<file path="config.mk">
export PLATFORM = sky130hd
export DESIGN_NAME = regfile_scoreboard
export DESIGN_NICKNAME = d
export VERILOG_FILES = /design/src/rtl/regfile_scoreboard.sv
export SDC_FILE = /design/constraint.sdc
export NUM_CORES = 2
export LEC_CHECK = 0
export CORE_ASPECT_RATIO = 0.9
export CORE_MARGIN = 4
export CORE_UTILIZATION = 55
export CTS_CLUSTER_SIZE = 10
export DETAILED_ROUTE_END_ITERATION = 7
export GPL_ROUTABILITY_DRIVEN = 0
export PLACE_DENSITY_LB_ADDON = 0.15
export SETUP_SLACK_MARGIN = 0.5
export SYNTH_ARGS = -nofsm -noshare
export SYNTH_HDL_FRONTEND = slang
export SYNTH_SLANG_ARGS = --single-unit
</file>
<file path="constraint.sdc">
create_clock -name clk -period 5.8 [get_ports clk]
set_input_delay 0.58 -clock clk [delete_from_list [all_inputs] [get_ports clk]]
set_output_delay 0.58 -clock clk [all_outputs]
set_load 0.01 [all_outputs]
</file>
<file path="src/rtl/regfile_scoreboard.sv">
`timescale 1ns/1ps
// Integer register file with optional write-to-read bypass and per-register pending-write scoreboard.
// Reads are combinational (zero latency); writes, scoreboard, pending_cnt and wb_spurious update at the edge.
// No backpressure: every strobe is accepted each cycle; decode stalls itself off rd_busy.
//
// Ports:
//   clk, rst          clock and synchronous active-high reset
//   rd_addr/rd_data   NRD packed read ports (port k at [k*AW +: AW] / [k*XLEN +: XLEN])
//   rd_busy           per-port: addressed register has an outstanding producer
//   wr_en/addr/data   writeback; clears the pending bit of wr_addr
//   iss_en/iss_addr   issue mark; sets the pending bit of iss_addr
//   flush             squash: clears every pending bit, drops a same-cycle issue
//   pending_cnt       registered popcount of the pending bits
//   wb_spurious       one-cycle pulse after a writeback to a non-pending register
module regfile_scoreboard #(
  parameter int XLEN   = 32,
  parameter int NREGS  = 32,
  parameter int AW     = 5,
  parameter int NRD    = 2,
  parameter int BYPASS = 1
) (
  input  logic                clk,
  input  logic                rst,
  input  logic [NRD*AW-1:0]   rd_addr,
  output logic [NRD*XLEN-1:0] rd_data,
  output logic [NRD-1:0]      rd_busy,
  input  logic                wr_en,
  input  logic [AW-1:0]       wr_addr,
  input  logic [XLEN-1:0]     wr_data,
  input  logic                iss_en,
  input  logic [AW-1:0]       iss_addr,
  input  logic                flush,
  output logic [AW:0]         pending_cnt,
  output logic                wb_spurious
);

  logic [XLEN-1:0]  regs [NREGS];
  logic [NREGS-1:0] pending;
  logic [NREGS-1:0] pending_next;
  logic [AW:0]      cnt_next;
  logic             wr_live;
  logic             iss_live;

  // x0 is never a real destination, so strobes aimed at it are ignored everywhere.
  assign wr_live  = wr_en  && (wr_addr  != '0);
  assign iss_live = iss_en && (iss_addr != '0);

  // Read ports: x0 forced to zero, then bypass, then array/scoreboard lookup.
  for (genvar k = 0; k < NRD; k++) begin : g_rd
    logic [AW-1:0]   addr;
    logic            hit;
    logic [XLEN-1:0] data;
    logic            busy;

    assign addr = rd_addr[k*AW +: AW];
    assign hit  = (BYPASS != 0) && wr_live && (wr_addr == addr);

    always_comb begin
      data = '0;
      busy = 1'b0;
      if (addr == '0) begin
        data = '0;
        busy = 1'b0;
      end else if (hit) begin
        // The producer is completing this cycle, so the operand is ready now.
        data = wr_data;
        busy = 1'b0;
      end else begin
        data = regs[addr];
        busy = pending[addr];
      end
    end

    assign rd_data[k*XLEN +: XLEN] = data;
    assign rd_busy[k]              = busy;
  end

  // Scoreboard next state. Set is applied after clear so a same-cycle issue
  // to the register being written back keeps it pending (newer producer).
  always_comb begin
    pending_next = pending;
    if (flush) begin
      pending_next = '0;
    end else begin
      if (wr_live)  pending_next[wr_addr]  = 1'b0;
      if (iss_live) pending_next[iss_addr] = 1'b1;
    end
    pending_next[0] = 1'b0;
  end

  always_comb begin
    cnt_next = '0;
    for (int i = 0; i < NREGS; i++) begin
      cnt_next = cnt_next + (AW+1)'(pending_next[i]);
    end
  end

  always_ff @(posedge clk) begin
    if (rst) begin
      for (int i = 0; i < NREGS; i++) begin
        regs[i] <= '0;
      end
    end else if (wr_live) begin
      regs[wr_addr] <= wr_data;
    end
  end

  always_ff @(posedge clk) begin
    if (rst) begin
      pending     <= '0;
      pending_cnt <= '0;
      wb_spurious <= 1'b0;
    end else begin
      pending     <= pending_next;
      pending_cnt <= cnt_next;
      // Judged against the pre-edge bit: a same-cycle issue does not excuse it.
      wb_spurious <= wr_live && !pending[wr_addr];
    end
  end

endmodule

</file>
; ---- After elaboration in Yosys (flattened, before gate mapping)
; Memory sizes are Yosys's and may differ from the RTL's.
; Index checks and enable logic that the tools add are counted.
[op_classes]
add_sub_neg = 30
magnitude_cmp = 6
n_eq_ne = 2
muxes = 30
n_bitwise = 3
reduce_logical = 13
[op_table]
columns = operator, n
row1 = $mux 32, 9
row2 = $add 6x1->6, 25
row3 = $and 32x32->32, 1
row4 = $not 32->32, 1
row5 = $or 32x32->32, 1
row6 = $reduce_or 32->1, 1
row7 = $lt 5x6->1 const B, 4
row8 = $bmux 1 s5, 3
row9 = $mux 1, 15
row10 = $demux 1 s5, 2
row11 = $eq 5x5->1, 2
row12 = $ge 5x1->1 const B, 2
row13 = $logic_not 5->1, 2
row14 = $reduce_bool 5->1, 2
row15 = $logic_and 1x1->1, 7
row16 = $add 5x1->6, 1
row17 = $add 4x1->5, 1
row18 = $mux 5, 1
row19 = $add 3x1->4, 1
row20 = $add 2x1->3, 1
row21 = $add 1x1->2, 1
row22 = $logic_not 1->1, 1
[word_totals]
ff_bits = 39
mem_bits_rw = 1024
in_bits = 57
output_inout_bits = 73
elab_cells = 89
memories = 1
[memory_table]
columns = memory, depth, width, read_ports, rd_clocked_by_memory_dff, write_ports, line
row1 = regs, 32, 32, 2, 0, 32, 37  ; logic [XLEN-1:0] regs [NREGS];

; ---- Logic depth before layout (Yosys ltp)
[depth]
ltp_word = 41
ltp_mapped = 23
mapped_depth_nobuf = 21

; ---- Worst setup path before layout
; OpenSTA, ideal clock, no wires.
[synth_path]
path_kind = input to register
startpoint = input wr_addr[3]
endpoint = register pending_cnt[4]
setup_time_ps = 128
arrival_time_ps = 5928
t_required_ps = 5672
setup_slack_ps = -256
path_stages = 20
n_path_buf = 2
path_cell_list = buf_2 > clkbuf_1 > nor4bb_1 > nand2_1 > a22oi_1 > nor2_1 > fa_1 > inv_1 > fa_1 > fa_1 > fa_1 > fa_1 > fa_1 > fa_1 > inv_1 > fa_1 > a21o_1 > a21oi_1 > xor2_1 > nor2_1
[synth_between]
elab_cells_between_ends = 44
classes_between = add/sub: 30 / order compare: 2 / mux: 6 / bitwise: 3 / reduce/logical: 3
[synth_rtl]
columns = item, line
row1 = start: declaration, 28  ; input logic [AW-1:0] wr_addr,
row2 = $lt 5x6->1 (implied by the code) / $ge 5x1->1 (equally long branches), 85  ; if (wr_live) pending_next[wr_addr] = 1'b0;
row3 = $logic_and 1x1->1 (implied by the code), 85
row4 = $mux 1 (implied by the code), 85
row5 = $demux 1 s5, 85
row6 = $not 32->32 (no line), --
row7 = $and 32x32->32 (no line), --
row8 = $mux 32 *, 85
row9 = $mux 32 *, 82  ; if (flush) begin
row10 = $or 32x32->32 (no line), --
row11 = $mux 32 *, 86  ; if (iss_live) pending_next[iss_addr] = 1'b1;
row12 = $mux 32 *, 82
row13 = named net pending_next[10], 39  ; logic [NREGS-1:0] pending_next;
row14 = $add 6x1->6 * (22 in series), 94  ; cnt_next = cnt_next + (AW+1)'(pending_next[i]);
row15 = end signal: assignment, 115  ; pending_cnt <= cnt_next;
row16 = end: declaration, 33  ; output logic [AW:0] pending_cnt,
; The timed path passes the listed nets; every way through them passes the cells marked *. The select of a mux whose other input is x is not followed.
; A chain may end at the register's enable or synchronous reset.

; ---- Worst setup path after layout
[layout_path]
startpoint = input iss_addr[3]
endpoint = register pending_cnt[4]
[layout_between]
elab_cells_between_ends = 40
classes_between = add/sub: 30 / order compare: 2 / mux: 4 / bitwise: 1 / reduce/logical: 3
[layout_rtl]
columns = item, line
row1 = start: declaration, 31  ; input logic [AW-1:0] iss_addr,
row2 = $lt 5x6->1 (implied by the code) / $ge 5x1->1 (equally long branches), 86
row3 = $logic_and 1x1->1 (implied by the code), 86
row4 = $mux 1 (implied by the code), 86
row5 = $demux 1 s5, 86
row6 = $or 32x32->32 (no line), --
row7 = $mux 32 *, 86
row8 = $mux 32 *, 82
row9 = named net pending_next[8], 39
row10 = $add 6x1->6 * (24 in series), 94
; The timed path passes the listed nets; every way through them passes the cells marked *.

==> parameters.txt <==
Parameter                              Value

Yosys
  Main combinational cell family by area after synthesis ... multiplexers
  Fraction of the mapped netlist area in compound gates ... around 6.1%
  Fraction of synthesized area in multiplexers ... 21.6%
  Average cell area after synthesis ... 14.3 um2
  Sequential fraction of the synthesis area ... a little over half
  Combined area of all synthesized cells ... 0.0585 mm2
  Number of cells produced by synthesis ... 4079
  Number of enable-type register cells in the synthesized netlist ... about 1000
  Synth Area in XOR/XNOR ... 0.195%
  Post-Synth Simple-Gate Area ... between 10% and 20%
  Async set-reset flop share out of synthesis ... 0%
  Synth warn ... 0
  Register bit count reported by yosys ... approximately 1100
  Top_reg_cell synth ... sky130_fd_sc_hd__edfxtp_1
  Number of unique standard cell types used by synthesis ... 66
  Adder and majority gate portion of the synthesized area ... 0.938%

Finish
  Commonest cells after routing, fill and taps aside ... sky130_fd_sc_hd__edfxtp_1, sky130_fd_sc_hd__and2_1, sky130_fd_sc_hd__mux4_2, sky130_fd_sc_hd__buf_4, sky130_fd_sc_hd__mux2i_1
  Area Overhead vs Synth ... 12.7%
  Final design utilization ... 62.5%
  Most common library cell in the layout ignoring fill and taps ... sky130_fd_sc_hd__edfxtp_1
  Number of fill cells in the layout ... 7773
  Final net count ... between 4000 and 5000
  Layout cell share with drive strength beyond 1 ... 23.3%

Timing
  Actual transition at the worst max-transition pin ... 1.33 ns
  Relative slew slack ... 11.2%
  Max Clock Freq ... roughly 190 MHz
  Final critical-path share of the clock period ... 91.6%
  Slack of the critical path ... 0.489 ns
  Layout Skew ... 0.0227 ns
  Period minus WS final ... roughly 5.3 ns
  Max-slew violations ... 0
  Final Hold Violating Endpoints ... 0
  Unrepaired setup endpoints after global routing ... yes
  Final count of negative-setup-slack endpoints ... 0

Setup path
  Kind of end point of the critical path ... flip-flop
  Launching instance or port of the critical path ... iss_addr[3]
  Reg2reg path depth ... 17
  Worst EP required ... 6.38 ns
  Critical path destination ... pending_cnt[4]
  Worst r2r dst ... pending_cnt[4]
  Critical Path Source Type ... input pin
  Largest fanout of any net on the critical path ... 7
  Crit Path Class ... in -> reg
  Launch point of the worst reg-to-reg path ... pending[16]
  Worst-case register-to-register setup slack ... ~0.57 ns
  Arrival time worst endpoint ... slightly below 6 ns

Place
  Number of buffers inserted by port buffering ... ~130
  Minimum setup slack after placement ... -0.555 ns
  Detailed placer's ending HPWL ... 123 mm

Power and ir drop
  IR Drop Worst-Case VDD ... 231 uV
  Portion of total power attributed to sequential cells ... between 40% and 50%
  Part of the power in the clock network ... 37.1%
  Total net switching power ... 4.69 mW
  Power Density ... 280 mW/mm2
  Pint ... 13.8 mW
  Sum of internal, switching and leakage power ... 18.4 mW
  Switching Share ... 25.4%
  Combinational fraction of design power ... ~14%
  Leak ... 23.4 nW

Floorplanning
  Num rows ... 113
  Core ar. ... 0.105 mm2
  X dimension of the die ... around 350 um
  Die area ... 0.112 mm2
  Initial Utilization ... 55.4%
  Vert. Die Dim ... 317 um
  I/O pin count ... 130

Global route
  First-pass GRT wire length ... 287 mm
  Via count of the first global-routing pass ... 39800
  Overflow left after global routing ... 0
  GRT Total Usage ... 36.4%
  Number of antenna violations at the first check in global routing ... 14
  Pin count of the biggest net entering global routing ... 80

Run status
  Result of the run ... finished, final reports clean

Route
  Violation count after the first detailed-routing iteration ... around 6400
  Via density ... between 7 and 8
  Antenna violation net count after detailed routing ... 0
  Number of optimization iterations in the first detailed-route pass ... 5
  Detailed-route via count ... 39900
  Routed wire length per instance ... 36.0 um
  DRT Wirelength ... 203 mm
  Residual DRC count ... 0

Clock network
  Total CTS buffers ... 120
  Clock sink count ... around 1100
  TritonCTS clock tree ... yes
  Worst-skew pair later-pin latency ... 0.71 ns
  Master cell of the clock root buffer ... sky130_fd_sc_hd__clkbuf_16
  Number of levels the H-tree was split into ... 3
  CTS Buffer Depth ... 3
  Clock slew at the register clock pins of the worst setup and hold paths ... 0.06 ns
  Hold buffer count at CTS ... 0

Worst hold path
  Worst Hold Path Cells ... 2
  Worst Hold Class ... in -> reg

Job
  Max-capacitance violation count ... 0
==> layer usage <==
metal | part of all wire (%) | vias to the layer above | track usage (%)
li1 | - | 15900 | -
met1 | 37 | 20200 | 49.1
met2 | 44 | 3162 | 54.8
met3 | 13 | 674 | 9.81
met4 | 6.4 | 10 | 18.9
met5 | 0.030 | - | 0
==> kinds of logic (layout without fill, tap and decap cells) <==
group,Yosys count,in the layout
buffers and inverters,468,617
xor gates and xnor gates,13,13
other,1,41
DFF,1062,1062
adders and majority gates,30,30
and+or+nand+nor,1319,1319
AOI/OAI and AO/OA,497,497
muxes,689,689
==> sequential cells by signal, summed over array words and instances, names as in the netlist <==
signal	flops
pending_cnt	6
regs	1024
pending	31
wb_spurious	1
==> metrics by stage <==
| step | setup TNS [ns] | instance area (um2) | cells | hold WS [ns] |
|---|---|---|---|---|
| floorplan | 0 | 58700 | 4110 | 0.540 |
| global placement | -2.02 | 62100 | 5425 | 0.677 |
| detailed placement | -2.22 | 62100 | 5425 | 0.673 |
| CTS | 0 | 65700 | 5626 | 0.296 |
| global route | 0 | 65900 | 5641 | 0.337 |
| finish | 0 | 65900 | 5648 | 0.341 |
==> cell type report <==
| class | instances | area [um2] | area share, % |
|---|---|---|---|
| multi-input cells | 2580 | 25500 | 38.7 |
| clock inverters | 8 | 52.6 | 0.0798 |
| inverters | 32 | 120 | 0.182 |
| well taps | 1380 | 1730 | 2.62 |
| diodes | 9 | 22.5 | 0.0342 |
| clock buffers | 166 | 3270 | 4.96 |
| flip-flops and latches | 1062 | 31500 | 47.8 |
| repair buffers | 411 | 3690 | 5.60 |
==> synth_stat cells (all sizes together), types with 3 or more instances <==
library cell	number	area [um2]
edfxtp	1024	30700
and2	996	6230
mux4	449	10200
clkbuf	273	1020
mux2i	223	2230
buf	163	1060
o22ai	100	626
a22oi	79	593
nor2	79	297
a21oi	72	360
a221oi	57	499
nand2	56	210
nor3	49	260
dfxtp	38	761
o21bai	33	248
a21o	32	240
nand2b	32	200
inv	31	116
o21ai	31	159
fa	23	460
nand3	22	110
nor2b	22	138
a211o	21	184
a32o	18	180
or2	18	113
mux2	17	191
nor4	16	106
a22o	15	131
a221o	10	100
xnor2	9	78.8
a211oi	8	65.1
a31oi	7	43.8
ha	7	87.6
nand4	6	37.5
o31ai	6	58.8
nor3b	5	37.5
xor2	4	35.0
nand3b	3	22.5
o211ai	3	22.5
or3	3	18.8
==> power by group through the flow <==
stage          sequential, mW  clock, mW  combinational, mW
2_1_floorplan            9.11          0               1.50
3_3_place_gp             9.17          0               2.47
3_5_place_dp             9.19          0               2.49
4_1_cts                  9.04       6.85               2.50
5_1_grt                  9.09       7.17               2.64
6_report                 9.05       6.84               2.56
==> worst min-delay path by stage <==
stage                     slack (ns)         from              to
after CTS                       0.30          rst  pending_cnt[3]
after global routing            0.34          rst  pending_cnt[3]
after detailed placement        0.67  pending[26]     pending[26]
after global placement          0.68  pending[26]     pending[26]
after floorplan                 0.54  pending[10]     pending[10]
final                           0.34          rst  pending_cnt[3]
==> worst max-delay path, cell delays in order <==
cell,delay (ns)
sky130_fd_sc_hd__clkbuf_2,0.19
sky130_fd_sc_hd__nor3_4,0.30
sky130_fd_sc_hd__nor2b_4,0.08
sky130_fd_sc_hd__buf_4,0.16
sky130_fd_sc_hd__a22oi_2,0.20
sky130_fd_sc_hd__nor2_2,0.08
sky130_fd_sc_hd__fa_1,0.54
sky130_fd_sc_hd__inv_1,0.05
sky130_fd_sc_hd__fa_2,0.56
sky130_fd_sc_hd__fa_1,0.45
sky130_fd_sc_hd__fa_1,0.54
sky130_fd_sc_hd__fa_1,0.44
sky130_fd_sc_hd__fa_1,0.56
sky130_fd_sc_hd__fa_2,0.21
sky130_fd_sc_hd__inv_2,0.05
sky130_fd_sc_hd__fa_2,0.35
sky130_fd_sc_hd__a21o_1,0.19
sky130_fd_sc_hd__a21oi_2,0.14
sky130_fd_sc_hd__xor2_1,0.15
sky130_fd_sc_hd__nor2_1,0.05
==> repair_timing <==
action / in CTS / in global routing
pin swaps: 9 / 21
setup endpoints to repair: 5 / 21
cloned: 0 / 0
setup buffers: 27 / 13
gates resized for setup: 13 / 46
No activity file was read; power rests on OpenSTA's default activity.
